### src/rtl/ram_ctrl_pkg.sv
// Shared definitions for the RAM burst controller.
//   state_e     : controller state encoding (3-bit)
//   DefaultSize : default data/address/burst-length width
package ram_ctrl_pkg;

    localparam int unsigned DefaultSize = 8;

    typedef enum logic [2:0] {
        StIdle  = 3'd0,
        StAddr  = 3'd1,
        StWrite = 3'd2,
        StRead  = 3'd3,
        StResp  = 3'd4
    } state_e;

endpackage

### src/rtl/burst_counter.sv
// Burst address/length tracker for the RAM burst controller.
//   clk, rst   : clock, synchronous active-high reset
//   load       : capture load_addr/load_count as a new burst
//   advance    : step to the next word (address + 1 with wrap, count - 1)
//   load_addr  : burst start address
//   load_count : burst length minus one
//   cur_addr   : address of the current word
//   last       : current word is the final one of the burst
module burst_counter
    import ram_ctrl_pkg::*;
#(
    parameter int unsigned SIZE = DefaultSize
) (
    input  logic            clk,
    input  logic            rst,
    input  logic            load,
    input  logic            advance,
    input  logic [SIZE-1:0] load_addr,
    input  logic [SIZE-1:0] load_count,
    output logic [SIZE-1:0] cur_addr,
    output logic            last
);

    logic [SIZE-1:0] count;

    always_ff @(posedge clk) begin
        if (rst) begin
            cur_addr <= '0;
            count    <= '0;
        end else if (load) begin
            cur_addr <= load_addr;
            count    <= load_count;
        end else if (advance) begin
            // Address wraps modulo 2^SIZE by natural overflow.
            cur_addr <= cur_addr + SIZE'(1);
            count    <= count - SIZE'(1);
        end
    end

    assign last = (count == '0);

endmodule

### src/rtl/ram_burst_controller.sv
// Initiator-side controller for a two-phase RAM (load address, then strobe).
//   clk, rst                         : clock, synchronous active-high reset
//   req_valid/ready/write/addr/len   : host burst request (len = words - 1)
//   wr_valid/ready/data              : host write word stream
//   rd_valid/ready/data/last         : read word response stream
//   done                             : one-cycle pulse in the first idle cycle after a burst
//   mem_address, mem_set_address     : memory address register load
//   mem_set, mem_data_in             : memory write strobe and data
//   mem_enable, mem_data_out         : memory read enable and data
module ram_burst_controller
    import ram_ctrl_pkg::*;
#(
    parameter int unsigned SIZE = DefaultSize
) (
    input  logic            clk,
    input  logic            rst,
    input  logic            req_valid,
    output logic            req_ready,
    input  logic            req_write,
    input  logic [SIZE-1:0] req_addr,
    input  logic [SIZE-1:0] req_len,
    input  logic            wr_valid,
    output logic            wr_ready,
    input  logic [SIZE-1:0] wr_data,
    output logic            rd_valid,
    input  logic            rd_ready,
    output logic [SIZE-1:0] rd_data,
    output logic            rd_last,
    output logic            done,
    output logic [SIZE-1:0] mem_address,
    output logic            mem_set_address,
    output logic            mem_set,
    output logic            mem_enable,
    output logic [SIZE-1:0] mem_data_in,
    input  logic [SIZE-1:0] mem_data_out
);

    state_e          state_q;
    logic            is_write_q;
    logic [SIZE-1:0] cur_addr;
    logic            last;
    logic            cnt_load;
    logic            cnt_advance;

    assign cnt_load    = (state_q == StIdle) && req_valid;
    // Step only when another word follows; the final word leaves the counter untouched.
    assign cnt_advance = !last && (((state_q == StWrite) && wr_valid) ||
                                   ((state_q == StResp) && rd_ready));

    burst_counter #(
        .SIZE(SIZE)
    ) u_counter (
        .clk       (clk),
        .rst       (rst),
        .load      (cnt_load),
        .advance   (cnt_advance),
        .load_addr (req_addr),
        .load_count(req_len),
        .cur_addr  (cur_addr),
        .last      (last)
    );

    always_ff @(posedge clk) begin
        if (rst) begin
            state_q    <= StIdle;
            is_write_q <= 1'b0;
            rd_data    <= '0;
            done       <= 1'b0;
        end else begin
            done <= 1'b0;
            unique case (state_q)
                StIdle: begin
                    if (req_valid) begin
                        is_write_q <= req_write;
                        state_q    <= StAddr;
                    end
                end
                StAddr: begin
                    state_q <= is_write_q ? StWrite : StRead;
                end
                StWrite: begin
                    if (wr_valid) begin
                        if (last) begin
                            state_q <= StIdle;
                            done    <= 1'b1;
                        end else begin
                            state_q <= StAddr;
                        end
                    end
                end
                StRead: begin
                    rd_data <= mem_data_out;
                    state_q <= StResp;
                end
                StResp: begin
                    if (rd_ready) begin
                        if (last) begin
                            state_q <= StIdle;
                            done    <= 1'b1;
                        end else begin
                            state_q <= StAddr;
                        end
                    end
                end
                default: state_q <= StIdle;
            endcase
        end
    end

    // Outputs decoded from the registered state; each strobe owns a distinct state,
    // which keeps them mutually exclusive.
    assign req_ready       = (state_q == StIdle);
    assign mem_set_address = (state_q == StAddr);
    assign wr_ready        = (state_q == StWrite);
    assign mem_set         = (state_q == StWrite) && wr_valid;
    assign mem_data_in     = (state_q == StWrite) ? wr_data : '0;
    assign mem_enable      = (state_q == StRead);
    assign rd_valid        = (state_q == StResp);
    assign rd_last         = (state_q == StResp) && last;
    assign mem_address     = cur_addr;

endmodule

### config.mk
export PLATFORM = sky130hd
export DESIGN_NAME = ram_burst_controller
export DESIGN_NICKNAME = d
export VERILOG_FILES = /design/src/rtl/ram_ctrl_pkg.sv /design/src/rtl/burst_counter.sv /design/src/rtl/ram_burst_controller.sv
export SDC_FILE = /design/constraint.sdc
export NUM_CORES = 1
export LEC_CHECK = 0
export CORE_MARGIN = 2
export CORE_UTILIZATION = 43
export CTS_BUF_LIST = sky130_fd_sc_hd__clkbuf_8
export CTS_CLUSTER_SIZE = 30
export DETAILED_ROUTE_END_ITERATION = 10
export PLACE_DENSITY = 0.86
export SLEW_MARGIN = 20
export SYNTH_ARGS = -nofsm -noshare
export SYNTH_HDL_FRONTEND = slang
export SYNTH_SLANG_ARGS = --single-unit
### constraint.sdc
create_clock -name clk -period 2.49 [get_ports clk]
set_input_delay 0.498 -clock clk [delete_from_list [all_inputs] [get_ports clk]]
set_output_delay 0.498 -clock clk [all_outputs]
set_load 0.01 [all_outputs]
; ---- Yosys cells after proc, flatten, opt, wreduce, memory -nomap -nowiden
; Index checks and enable logic that the tools add are counted.
; W data, S select, Z words.
[op_classes]
add_sub_neg = 2
n_eq_ne = 7
mux = 15
reduce_logical = 12
[op_table]
columns = op, count
row1 = $mux W8, 5
row2 = $pmux W3 S5, 1
row3 = $mux W3, 3
row4 = $add A8 B1 Y8 const B, 1
row5 = $logic_not A8 Y1, 1
row6 = $sub A8 B1 Y8 const B, 1
row7 = $eq A3 B2 Y1 const B, 2
row8 = $logic_and A1 B1 Y1, 5
row9 = $mux W1, 5
row10 = $ne A2 B2 Y1 const B, 2
row11 = $eq A3 B1 Y1 const B, 1
row12 = $eq A3 B3 Y1 const B, 1
row13 = $logic_not A3 Y1, 1
row14 = $reduce_and A3 Y1, 1
row15 = $ne A2 B1 Y1 const B, 1
row16 = $pmux W1 S2, 1
row17 = $reduce_and A2 Y1, 1
row18 = $reduce_bool A2 Y1, 1
row19 = $logic_not A1 Y1, 1
row20 = $logic_or A1 B1 Y1, 1
[word_totals]
reg_bits = 29
in_bits = 38
out_inout_bits = 32

; ---- Depth between registers and ports, before layout
; Gate-level depths: netlist of the first run.
[depth]
word_depth = 6
mapped_depth = 8
mapped_depth_nobuf = 6

; ---- Hierarchy
; A second synthesis of the first run with hierarchy kept.
[hier_totals]
cells_unflattened = 179
hier_area_um2 = 1621.6
[modules_own_cells]
columns = mod, instances, cells_each, area_per_inst_um2, seq_area_each_um2
row1 = burst_counter, 1, 109, 945.9, 320.3
row2 = ram_burst_controller, 1, 70, 675.6, 260.2

; ---- Least setup slack after synthesis of the first run
; Ideal clock, no wire load.
[synth_timing]
kind = reg-to-output
start = register state_q[1]
end = output port mem_data_in[0]
t_arrival_ns = 1.550
t_required_ns = 1.992
path_slack_ns = 0.442
stages_incl_launch_ff = 5
path_cell_list = dfxtp_1 > clkbuf_1 > inv_1 > nor3_1 > and2_1
[synth_between]
elab_chain_cells = 2
[synth_lines]
columns = item, line_no
row1 = "start, declared", ram_burst_controller.sv:38  ; state_e state_q;
row2 = "start signal, assigned", ram_burst_controller.sv:65  ; state_q <= StIdle;
row3 = "start signal, assigned", ram_burst_controller.sv:75  ; state_q <= StAddr;
row4 = "start signal, assigned", ram_burst_controller.sv:79  ; state_q <= is_write_q ? StWrite : StRead;
row5 = $eq A3 B2 Y1, -
row6 = named net wr_ready, ram_burst_controller.sv:23  ; output logic wr_ready,
row7 = $mux W8, ram_burst_controller.sv:116  ; assign mem_data_in = (state_q == StWrite) ? wr_data : '0;
row8 = "end, declared", ram_burst_controller.sv:34  ; output logic [SIZE-1:0] mem_data_in,
; The timed path passes the listed nets, and every way through them passes these cells.

; ---- Final worst setup path of the first run
[layout_timing]
start = register u_counter.count[0]
end = output port rd_last
[layout_between]
elab_chain_cells = 2
[layout_lines]
columns = item, line_no
row1 = "start, declared", burst_counter.sv:24  ; logic [SIZE-1:0] count;
row2 = "start signal, assigned", burst_counter.sv:32  ; count <= load_count;
row3 = "start signal, assigned", burst_counter.sv:36  ; count <= count - SIZE'(1);
row4 = $logic_not A8 Y1, burst_counter.sv:40  ; assign last = (count == '0);
row5 = $logic_and A1 B1 Y1, ram_burst_controller.sv:119  ; assign rd_last = (state_q == StResp) && last;
row6 = "end, declared", ram_burst_controller.sv:28  ; output logic rd_last,
; Every way passes these cells.

==> flow_metrics.env, run 1 <==
export IMPL_path_class="reg2out"
export IMPL_p_leak_nw=0.882
export IMPL_status="finished clean"
export IMPL_cp_endpoint="rd_last"
export IMPL_synth_top_family_by_area="simple AND/OR/NAND/NOR gates"
export IMPL_setup_tns_ns=0
export IMPL_power_density_mw_per_mm2=561
export IMPL_fin_crit_sh_pct=92.6
export IMPL_cts_buffers=5
export IMPL_drtIter0Drc=155
export IMPL_reg2reg_slack_ns=0.32
export IMPL_skew_ns=0.00554
export IMPL_final_common_cell="clkdlybuf4s50_1"
export IMPL_cap_violations=0
export IMPL_layout_setup_ws_ns=0.185
export IMPL_fin_crit_ns=2.31
export IMPL_r2r_end="u_counter.cur_addr[5]"
export IMPL_final_nets=313
export IMPL_area_growth_pct=55.5
export IMPL_syn_num_nets=238
export IMPL_core_area_sq_mm=0.00361
export IMPL_met1_length_microns=1810
export IMPL_wl_met3_microns=185
export IMPL_cts_sink_count=29
export IMPL_avgRoutedWirePerCell_microns=12.5
export IMPL_grt_pass1_wl_microns=6630
export IMPL_synth_compound_area_share_pct=20.9
export IMPL_yosys_mux_area_fraction_pct=1.34
export IMPL_clock_path_buffers=2
export IMPL_crit_path_end_kind="output pin"
export IMPL_startpoint="u_counter.count[0]"
export IMPL_postRouteAntennaNets=0
export IMPL_fmax_ghz=0.434
export IMPL_diodes=0
export IMPL_hp_class="reg2reg"
export IMPL_ys_types=46
export IMPL_crit_path_start_kind="register"
export IMPL_root_buffer="clkbuf_8"
export IMPL_avgSynthCellArea_sq_um=8.04
export IMPL_place_ws_ns=0.0642
export IMPL_total_power_w=0.00138
export IMPL_grt_max_degree=22
export IMPL_rows=22
export IMPL_fin_cells=320
export IMPL_critPathRequiredTime_ns=1.99
export IMPL_dp_cells=313
export IMPL_ctsHtreeMaxLevel=2
export IMPL_antenna_found_initial=0
export IMPL_async_flop_share_pct=0
export IMPL_wl_microns=4010
export IMPL_r2r_cells=6
export IMPL_setup_viol=0
export IMPL_yosys_area_share_simple_pct=32.4
export IMPL_crit_fanout=5
export IMPL_first_global_vias=1533
export IMPL_grt_usage_pct=20.0
export IMPL_cts_tree="done"
export IMPL_synth_fa_ha_area_share_pct=2.37
export IMPL_rsz0062_at_grt="false"
export IMPL_die_w_microns=64.7
export IMPL_ys_ff_latch=29
export IMPL_routed_top_layer="met4"
export IMPL_port_buffer_count=69
export IMPL_dr_pass1_iters=4
export IMPL_drive_gt1_share_pct=9.93
export IMPL_max_slew_worst_pin_slew_ns=0.526
export IMPL_place_gp_congestion=0.936
export IMPL_via_per_inst=5.19
export IMPL_met2WireLength_microns=1920
export IMPL_layout_common_cells="clkdlybuf4s50_1, dfxtp_1, nand2_1"
export IMPL_cts_hold_buf=0
export IMPL_insertion_delay_ns=0.27
export IMPL_max_slew_margin_rel_pct=64.8
export IMPL_final_hold_viol_count=0
export IMPL_synth_flop_cell="dfxtp_1"
export IMPL_vdd_drop_max_uv=323
export IMPL_synth_edf_count=0
export IMPL_vias=1660
export IMPL_initial_core_util_pct=43.9
export IMPL_die_height_microns=64.7
export IMPL_ios=70
export IMPL_ys_warnings_count=0
export IMPL_clkTransAtPathRegs_ns=0.06
export IMPL_drc=0
export IMPL_synthCells=197
export IMPL_dpl_hpwl_microns=2990
export IMPL_r2r_start="u_counter.count[4]"
export IMPL_synth_xor_xnor_area_share_pct=1.11
export IMPL_syn_cell_area_sq_mm=0.00158
export IMPL_overflow=0
export IMPL_dieArea_sq_mm=0.00419
export IMPL_arrival_ns=1.81
export IMPL_drv_slew=0
export IMPL_ys_seq_area_share_pct=36.7
[worst min path at each step]
stage / startpoint / end / depth (start not counted)
floorplan: is_write_q / is_write_q / 2
global placement: rd_data[3] / rd_data[3] / 2
detailed placement: rd_data[3] / rd_data[3] / 2
CTS: rd_data[3] / rd_data[3] / 2
global route: rd_data[3] / rd_data[3] / 2
finish: rd_data[3] / rd_data[3] / 2
[routing by layer]
metal	vias to the layer above	track usage (%)
met2	42	33.6
li1	864	-
met4	0	9.57
met1	745	23.9
met3	9	5.03
met5	-	0
[flip-flops by register name, indices dropped and copies added, names as in the netlist]
register	count
is_write_q	1
done	1
state_q	3
u_counter.count	8
rd_data	8
u_counter.cur_addr	8
[cell families (layout without fill, tap and decap cells)]
family                     count (synthesis)  count (layout)
and+or+nand+nor                           93              93
AOI/OAI and AO/OA                         49              49
DFF                                       29              29
buffers and inverters                     19              94
adders and majority gates                  3               3
xor gates and xnor gates                   2               2
muxes                                      2               2
[synth_stat cells (3+ instances only)]
cell type	number	area (sq um)
dfxtp_1	29	581
a21oi_1	16	80.1
clkbuf_1	9	33.8
nand3b_1	4	30.0
nor3_1	7	35.0
a211oi_1	3	22.5
a311oi_1	8	70.1
inv_1	6	22.5
o21ai_0	9	45.0
ha_1	3	37.5
nor2_1	19	71.3
nand2_1	22	82.6
o31ai_1	3	22.5
nand3_1	6	30.0
and2_1	10	62.6
or3_1	5	31.3
[report_power, final]
group	internal, W	switching, W
combinational	0.000249	0.000193
clock	0.000214	0.000163
sequential	0.000510	0.0000525
[timing repair]
| action | 4_1_cts | 5_1_grt |
|---|---|---|
| buffers inserted | 0 | 0 |
| gates resized for setup | 3 | 0 |
| endpoints found under the setup margin | 1 | 0 |
[cell type report]
| type | instances | area (sq um) |
|---|---|---|
| inverters | 7 | 26.3 |
| clock buffers | 6 | 82.6 |
| fillers | 326 | 1140 |
| repair buffers | 80 | 785 |
| well taps | 48 | 60.1 |
| flip-flops and latches | 29 | 581 |
| multi-input cells | 149 | 925 |
| clock inverters | 1 | 3.75 |
[critical path: stages (launching register included)]
cell and delay (ns):
dfxtp_1 0.33, inv_1 0.11, ha_1 0.15, or3b_4 0.41
nor2_2 0.15, and2_1 0.13, dlygate4sd2_1 0.26
[stage by stage]
stage                     utilization, %  instance area (sq um)  hold slack [ns]
after global routing                68.3                   2460            0.473
after global placement              65.8                   2370            0.441
final                               68.3                   2460            0.452
after floorplan                        -                   1580            0.436
after detailed placement            65.8                   2370            0.447
after CTS                           68.3                   2460            0.454
No activity file was read; power rests on OpenSTA's default activity.
==> run 2, diff against run 1 <==
- CELL_PAD_IN_SITES_DETAIL_PLACEMENT: not set -> 0
- CELL_PAD_IN_SITES_GLOBAL_PLACEMENT: not set -> 1
- CORE_UTILIZATION: 43 -> 30
- CTS_CLUSTER_DIAMETER: not set -> 40
- PLACE_DENSITY: 0.86 -> 0.85
==> run 2 against run 1 <==
  * Critical path depth stayed put
  * Critical endpoint unchanged
  * Combinational power rose by 2%
  * First-iteration DRC count is 41% lower
  * Fmax decreased by 2.0%
  * Largest cell class unchanged
==> flow_metrics.env, run 2 (synthesized netlist as in run 1, its figures left out) <==
export IMPL_final_nets=315
export IMPL_rows=26
export IMPL_drv_slew=0
export IMPL_crit_fanout=3
export IMPL_avgRoutedWirePerCell_microns=12.4
export IMPL_wl_microns=4280
export IMPL_max_slew_worst_pin_slew_ns=0.441
export IMPL_clkTransAtPathRegs_ns=0.06
export IMPL_setup_viol=0
export IMPL_max_slew_margin_rel_pct=70.3
export IMPL_reg2reg_slack_ns=0.28
export IMPL_wl_met3_microns=199
export IMPL_status="finished clean"
export IMPL_r2r_cells=8
export IMPL_die_w_microns=76.7
export IMPL_diodes=0
export IMPL_drtIter0Drc=91
export IMPL_dr_pass1_iters=4
export IMPL_dpl_hpwl_microns=3130
export IMPL_crit_path_end_kind="output pin"
export IMPL_skew_ns=0.00389
export IMPL_fin_crit_ns=2.35
export IMPL_port_buffer_count=69
export IMPL_place_gp_congestion=0.794
export IMPL_postRouteAntennaNets=0
export IMPL_arrival_ns=1.85
export IMPL_total_power_w=0.00136
export IMPL_cts_tree="done"
export IMPL_root_buffer="clkbuf_8"
export IMPL_critPathRequiredTime_ns=1.99
export IMPL_via_per_inst=4.83
export IMPL_cap_violations=0
export IMPL_met1_length_microns=1950
export IMPL_ctsHtreeMaxLevel=2
export IMPL_layout_common_cells="clkdlybuf4s50_1, dfxtp_1, nand2_1"
export IMPL_area_growth_pct=57.6
export IMPL_p_leak_nw=0.888
export IMPL_hp_class="reg2reg"
export IMPL_final_common_cell="clkdlybuf4s50_1"
export IMPL_grt_max_degree=31
export IMPL_fin_crit_sh_pct=94.4
export IMPL_hold_path_cell_count=2
export IMPL_ios=70
export IMPL_cts_sink_count=29
export IMPL_grt_pass1_wl_microns=7560
export IMPL_setup_tns_ns=0
export IMPL_cts_setup_buffers=0
export IMPL_final_hold_viol_count=0
export IMPL_initial_core_util_pct=31.0
export IMPL_post_cts_resized=3
export IMPL_antenna_found_initial=0
export IMPL_crit_path_start_kind="register"
export IMPL_dieArea_sq_mm=0.00588
export IMPL_path_class="reg2out"
export IMPL_vdd_drop_max_uv=253
export IMPL_cts_buffers=5
export IMPL_routed_top_layer="met4"
export IMPL_insertion_delay_ns=0.27
export IMPL_clock_path_buffers=2
export IMPL_core_area_sq_mm=0.00511
export IMPL_die_height_microns=76.7
export IMPL_drive_gt1_share_pct=10.2
export IMPL_first_global_vias=1611
export IMPL_reg_top3="rd_data (8), u_counter.count (8), u_counter.cur_addr (8)"
export IMPL_power_density_mw_per_mm2=546
export IMPL_drc=0
export IMPL_met2WireLength_microns=2090
export IMPL_cts_hold_buf=0
export IMPL_fmax_ghz=0.425
export IMPL_rsz0062_at_grt="false"
export IMPL_overflow=0
export IMPL_grt_usage_pct=15.4
export IMPL_vias=1666
[run 2: cell count changes in the layout (fill, tap and decap cells not counted), sizes merged]
cell	before	now
clkbuf	6	5
inv	7	9
buf	11	13
[run 2: per-stage QoR]
step	hold WS (ns)	utilization (%)	cells	instance area (sq um)	setup WS, ns
floorplan	0.436	-	197	1580	0.442
finish	0.457	48.9	345	2500	0.138
detailed placement	0.451	47.0	337	2400	0.112
global placement	0.444	47.0	337	2400	0.144
CTS	0.459	48.7	345	2490	0.123
global route	0.477	48.9	345	2500	0.0290
[run 2: worst paths after layout]
path,startpoint,to
hold / removal,rd_data[7],rd_data[7]
setup reg to reg,u_counter.count[0],u_counter.cur_addr[3]
setup / recovery,u_counter.count[0],rd_last
hold reg to reg,rd_data[7],rd_data[7]
[run 2: area by class of cell]
class	count	area, sq um
Multi-Input combinational cell	149	935
Tap cell	70	87.6
Timing Repair Buffer	82	787
Fill cell	520	2610
Sequential cell	29	581
Clock buffer	5	68.8
Clock inverter	3	11.3
Inverter	7	26.3
[run 2: report_power, final]
part	internal [W]	leakage, nW	switching, W
registers	0.000510	0.238	0.0000502
clock network	0.000186	0.0519	0.000165
logic	0.000249	0.599	0.000204
total	0.000945	0.888	0.000420
[run 2: critical path: stages (launching register included)]
cell	delay (ns)
dfxtp_1	0.32
inv_1	0.11
ha_1	0.15
or3b_2	0.48
nor2_4	0.14
and2_1	0.12
dlygate4sd2_1	0.26
[run 2: layer usage]
| layer | global-route usage, % | up-vias |
|---|---|---|
| met5 | 0 | - |
| met4 | 4.36 | 0 |
| met3 | 3.41 | 2 |
| met2 | 25.7 | 43 |
| met1 | 20.0 | 755 |
| li1 | - | 866 |
==> run 3, diff against run 2 <==
- CAP_MARGIN: not set -> 25
- CTS_CLUSTER_SIZE: 30 -> 25
==> results of run 3 <==
No change in the layout: final DEF, timing and power equal those of run 2.
